**src/rtl/horner_eval.sv**
```systemverilog
// Polynomial evaluator p(x) = sum c_k*x^k using Horner's method, one MAC per clock.
// Optional overflow detection enabled by defining HORNER_OVF_EN.
module horner_eval #(
    parameter int unsigned WIDTH  = 16,
    parameter int unsigned DEGREE = 2
) (
    input  logic                        clk,
    input  logic                        rst,
    input  logic                        start,
    input  logic [WIDTH-1:0]            x,
    input  logic [(DEGREE+1)*WIDTH-1:0] coef,
    output logic                        busy,
    output logic                        done,
    output logic [WIDTH-1:0]            result,
    output logic                        ovf
);

    localparam int unsigned K_W   = (DEGREE > 0) ? $clog2(DEGREE + 1) : 1;
    localparam int unsigned NCOEF = DEGREE + 1;

    localparam logic [0:0] S_IDLE = 1'b0;
    localparam logic [0:0] S_ITER = 1'b1;

    logic [0:0]       state_q, state_d;
    logic [WIDTH-1:0] acc_q, acc_d;
    logic [K_W-1:0]   k_q, k_d;
    logic [WIDTH-1:0] x_q, x_d;
    logic [WIDTH-1:0] coef_q [NCOEF];
    logic [WIDTH-1:0] coef_d [NCOEF];
    logic             busy_q, busy_d;
    logic             done_q, done_d;
    logic [WIDTH-1:0] result_q, result_d;

    logic [WIDTH-1:0] ck;
    logic [WIDTH-1:0] mac;

    // Coefficient selected by the iteration counter
    always_comb begin
        ck = '0;
        for (int i = 0; i < int'(NCOEF); i++) begin
            if (k_q == K_W'(i)) begin
                ck = coef_q[i];
            end
        end
    end

`ifdef HORNER_OVF_EN
    logic [2*WIDTH-1:0] prod_full;
    logic [WIDTH:0]     sum_full;
    logic               step_ovf;
    logic               ovf_acc_q, ovf_acc_d;
    logic               ovf_q, ovf_d;

    // Full-width MAC so carries out of the product and the add are visible
    always_comb begin
        prod_full = (2*WIDTH)'(acc_q) * (2*WIDTH)'(x_q);
        sum_full  = (WIDTH+1)'(prod_full[WIDTH-1:0]) + (WIDTH+1)'(ck);
        mac       = sum_full[WIDTH-1:0];
        step_ovf  = (|prod_full[2*WIDTH-1:WIDTH]) | sum_full[WIDTH];
    end
`else
    always_comb begin
        mac = WIDTH'(acc_q * x_q) + ck;
    end
`endif

    // Next-state and datapath control
    always_comb begin
        state_d  = state_q;
        acc_d    = acc_q;
        k_d      = k_q;
        x_d      = x_q;
        coef_d   = coef_q;
        busy_d   = busy_q;
        done_d   = 1'b0;
        result_d = result_q;
`ifdef HORNER_OVF_EN
        ovf_acc_d = ovf_acc_q;
        ovf_d     = ovf_q;
`endif
        case (state_q)
            S_IDLE: begin
                if (start) begin
`ifdef HORNER_OVF_EN
                    ovf_acc_d = 1'b0;
                    ovf_d     = 1'b0;
`endif
                    if (DEGREE == 0) begin
                        result_d = coef[WIDTH-1:0];
                        done_d   = 1'b1;
                    end else begin
                        x_d = x;
                        for (int i = 0; i < int'(NCOEF); i++) begin
                            coef_d[i] = coef[i*WIDTH +: WIDTH];
                        end
                        acc_d   = coef[DEGREE*WIDTH +: WIDTH];
                        k_d     = K_W'(DEGREE - 1);
                        busy_d  = 1'b1;
                        state_d = S_ITER;
                    end
                end
            end
            S_ITER: begin
                acc_d = mac;
`ifdef HORNER_OVF_EN
                ovf_acc_d = ovf_acc_q | step_ovf;
`endif
                if (k_q != '0) begin
                    k_d = k_q - K_W'(1);
                end else begin
                    result_d = mac;
                    done_d   = 1'b1;
                    busy_d   = 1'b0;
                    state_d  = S_IDLE;
`ifdef HORNER_OVF_EN
                    ovf_d = ovf_acc_q | step_ovf;
`endif
                end
            end
            default: begin
                state_d = S_IDLE;
                busy_d  = 1'b0;
            end
        endcase
    end

    always_ff @(posedge clk) begin
        if (rst) begin
            state_q  <= S_IDLE;
            acc_q    <= '0;
            k_q      <= '0;
            x_q      <= '0;
            for (int i = 0; i < int'(NCOEF); i++) begin
                coef_q[i] <= '0;
            end
            busy_q   <= 1'b0;
            done_q   <= 1'b0;
            result_q <= '0;
        end else begin
            state_q  <= state_d;
            acc_q    <= acc_d;
            k_q      <= k_d;
            x_q      <= x_d;
            coef_q   <= coef_d;
            busy_q   <= busy_d;
            done_q   <= done_d;
            result_q <= result_d;
        end
    end

`ifdef HORNER_OVF_EN
    always_ff @(posedge clk) begin
        if (rst) begin
            ovf_acc_q <= 1'b0;
            ovf_q     <= 1'b0;
        end else begin
            ovf_acc_q <= ovf_acc_d;
            ovf_q     <= ovf_d;
        end
    end

    assign ovf = ovf_q;
`else
    assign ovf = 1'b0;
`endif

    assign busy   = busy_q;
    assign done   = done_q;
    assign result = result_q;

endmodule

```
**config.mk**
```make
export PLATFORM = sky130hd
export DESIGN_NAME = horner_eval
export DESIGN_NICKNAME = d
export VERILOG_FILES = /design/src/rtl/horner_eval.sv
export SDC_FILE = /design/constraint.sdc
export NUM_CORES = 1
export LEC_CHECK = 0
export BUFFER_PORTS_ARGS = -buffer_cell sky130_fd_sc_hd__buf_2
export CAP_MARGIN = 25
export CORE_MARGIN = 2
export CORE_UTILIZATION = 60
export DETAILED_ROUTE_END_ITERATION = 12
export MAX_ROUTING_LAYER = met4
export PLACE_DENSITY_LB_ADDON = 0.08
export SKIP_LAST_GASP = 1
export SLEW_MARGIN = 20
export SYNTH_ARGS = -nofsm -noshare
export SYNTH_HDL_FRONTEND = slang
export SYNTH_SLANG_ARGS = --single-unit
```
**constraint.sdc**
```tcl
create_clock -name clk -period 12.4 [get_ports clk]
set_input_delay 2.48 -clock clk [delete_from_list [all_inputs] [get_ports clk]]
set_output_delay 2.48 -clock clk [all_outputs]
set_load 0.05 [all_outputs]
```
==> results_dict.tcl <==
set metrics [dict create \
    outcome "complete, no violations" \
    inserted_clock_buffers 9 \
    cts_hold_buffers 0 \
    timing_max_transition_violations_final 0 \
    synth.largest_area_cell "sky130_fd_sc_hd__dfxtp_1" \
    worst_hold_startpoint "result[3]" \
    syn-cell-area_sq_um 8330 \
    synth_edf_count 0 \
    critical_path.cell_chain "and2_1 > fa_1 > inv_1 > fa_1 > inv_1 > fa_1 > inv_1 > fa_1 > inv_1 > fa_1 > fa_1 > ha_1 > o211ai_1 > nor2_1 > o21a_1 > o21ai_1 > a21oi_1 > xnor3_1 > nor2_1 > a211oi_2" \
    avgViaCountPerCell 5.28 \
    grt_total_ovfl 0 \
    total_power_uw 960 \
    grt_setup_unrepaired "false" \
    setup.worst_path.start_class "flip-flop" \
    post_synthesis_instance_total 1034 \
    grt_start_max_net_pins 105 \
    power.share.clock_pct 29.5 \
    worst-path-max-fanout 16 \
    maximum_vdd_drop_mv 0.0674 \
    dp_hpwl_um 15300 \
    start_util_pct 60.7 \
    remaining_drcs 0 \
    synth.top_cell.area_share_pct 24.3 \
    die_extent_in_x_um 122 \
    insertion_delay_ps 340 \
    cp_top_family "adder cells" \
    cts.path.max_buffers 2 \
    yosysSeqAreaShare_pct 24.3 \
    cts.repair.resized 0 \
    cts_tree "built" \
    drt_first_iter_violations 402 \
    die_h_um 122 \
    final_area_sq_um 9140 \
    criticalPathCategory "flip-flop to flip-flop" \
    power.density_cell_area_nw_per_um2 105 \
    finalSetupViolCount 0 \
    worst_setup_hold_path_clk_slew_ps 70 \
    avgRoutedWirePerCell_um 15.9 \
    cts-htree-levels 3 \
    critPathSlowestCell "sky130_fd_sc_hd__dfxtp_1" \
    gr-usage-all-layers_pct 29.7 \
    synth.area.top_cells "sky130_fd_sc_hd__dfxtp_1 (24%), sky130_fd_sc_hd__fa_1 (23%), sky130_fd_sc_hd__nand2_1 (11%), sky130_fd_sc_hd__ha_1 (8.3%), sky130_fd_sc_hd__a21oi_1 (6.9%)" \
    antenna_found_initial 0 \
    synth_area_per_cell_sq_um 8.05 \
    grt_pass1_wl_um 33000 \
    synth-main-ff-cell "sky130_fd_sc_hd__dfxtp_1" \
    seqPwrFrac_pct 40.5 \
    startpoint "x_q[1]" \
    net-switching-power_uw 341 \
    gp_congestion 0.936 \
    first_global_vias 6431 \
    static-leakage-power_uw 0.00414 \
    totalNegativeSetupSlack_ps 0 \
    vias 6669 \
    routed_wl_um 20000 \
    async_reset_ff_share_pct 0 \
    critPathRequiredTime_ps 12620 \
    antenna_cells 0 \
    core-area_sq_um 13700 \
    critPathArrivalTime_ps 5920 \
    synth_cell_count_leaders "sky130_fd_sc_hd__nand2_1 (249), sky130_fd_sc_hd__inv_1 (128), sky130_fd_sc_hd__a21oi_1 (114)" \
    hold_path_class "flip-flop to flip-flop" \
    post_synth_num_cell_types 41 \
    full_die_area_sq_um 14800 \
    drt-pass1-iter-count 4 \
    power.combinational.fraction_pct 30.0 \
    drt.antenna.violating_nets 0 \
    buffer_ports.inserted 84 \
    fin_worst_skew_ps 10.4 \
    cts.sink_count 101 \
    maxCapViolations 0 \
    synth_most_common_cell "sky130_fd_sc_hd__nand2_1" \
    final_critical_delay_including_setup_and_external_delays_ps 5700 \
    slew-limit-headroom_pct 44.6 \
    timing.hold.ws_ps 457 \
    fmax_mhz 175 \
    layout-drive-gt1-share_pct 10.6 \
    rows 43 \
    power_switching_share_pct 35.6 \
    hold_violations 0 \
    ctsRootBufferMaster "sky130_fd_sc_hd__clkbuf_16" \
    timing.critical_path.slowest_cell_delay_ps 540 \
    ys_seq_elements 101 \
    timing.critical_path.to_type "flip-flop" \
    path_common_cell "sky130_fd_sc_hd__fa_1" \
    cell_internal_pwr_uw 618 \
    finalCritPeriodShare_pct 46.0 \
    finish.net_count 1294 \
    place_area_sq_um 8790 \
    synth.yosys.warnings 0 \
    layout_setup_ws_ps 6700 \
    least_margin_pin_slew_ps 829 \
    r2r_start "x_q[1]" \
    io_pins 86 \
    area_growth_pct 9.74 \
    critical_path.n_buffers_inverters 4 \
    dpl_worst_slack_ps 6680 \
    post-cts-setup-buffer-count 0 \
    synth.net_count 1250 \
]
[path summary, 6_finish.rpt]
path	end	slack, ps	depth (start not counted)
worst max register to register	acc_q[15]	6700	20
worst min-delay path	result[3]	460	2
worst min register to register	result[3]	460	2
worst max-delay path	acc_q[15]	6700	20
[power groups by stage]
stage               Combinational [uW]  Clock [uW]  Sequential [uW]
finish                             288         283              388
floorplan                          202           0              389
global route                       324         304              391
CTS                                288         287              388
global placement                   281           0              395
detailed placement                 286           0              395
[cells in the final DEF (no fill, tap or decap), types with 13 or more instances in the layout]
cell type                  count
sky130_fd_sc_hd__a21oi_1     114
sky130_fd_sc_hd__fa_1         94
sky130_fd_sc_hd__buf_2        83
sky130_fd_sc_hd__and2_1       55
sky130_fd_sc_hd__xnor2_1      25
sky130_fd_sc_hd__nand2_1     248
sky130_fd_sc_hd__xor2_1       13
sky130_fd_sc_hd__ha_1         55
sky130_fd_sc_hd__dfxtp_1     101
sky130_fd_sc_hd__inv_1       128
sky130_fd_sc_hd__nor2_1       61
sky130_fd_sc_hd__a211oi_1     18
[state kept, by name (all words and copies together), names as in the netlist]
name / cells
acc_q: 16
result: 16
busy: 1
state_q: 1
done: 1
x_q: 16
coef_q: 48
k_q: 2
[worst reg2reg max path, delay by kind of cell (launching register included)]
| kind | cells | cell delay (ps) |
|---|---|---|
| adder cells (fa/ha/maj) | 7 | 3390 |
| buffers and inverters | 4 | 200 |
| XOR/XNOR | 1 | 420 |
| flip-flops | 1 | 540 |
| AND/OR/NAND/NOR | 3 | 550 |
| AO/OA/AOI/OAI | 5 | 480 |
[metal layers]
metal | vias up | global-route usage [%] | part of all wire [%]
met2 | 180 | 44.1 | 46
met3 | 22 | 4.40 | 5.0
li1 | 3288 | - | -
met1 | 3179 | 43.0 | 48
met5 | - | - | 0
met4 | 0 | 7.18 | 1.6
[logic make-up (layout without fill, tap and decap cells)]
family / Yosys count / after routing / share of synthesized area [%]
and+or+nand+nor: 385 / 385 / 19.6
buffers and inverters: 187 / 235 / 8.53
AOI/OAI and AO/OA: 162 / 162 / 11.1
adders and majority gates: 149 / 149 / 30.9
DFF: 101 / 101 / 24.3
xor gates and xnor gates: 41 / 41 / 4.66
muxes: 8 / 8 / 0.962
other: 1 / 1 / 0.0450
[layout make-up]
class                           count  area [sq um]
Multi-Input combinational cell    746          5600
Fill cell                        1228          4580
Sequential cell                   101          2020
Timing Repair Buffer               91           503
Inverter                          129           485
Clock buffer                       10           239
Tap cell                          180           225
Clock inverter                      5          58.8
[through the flow]
stage          cells  utilization (%)
2_1_floorplan   1034                -
3_3_place_gp    1244             64.1
3_5_place_dp    1244             64.1
4_1_cts         1259             66.2
5_1_grt         1262             66.6
6_report        1262             66.6
No activity file was read; power rests on OpenSTA's default activity.
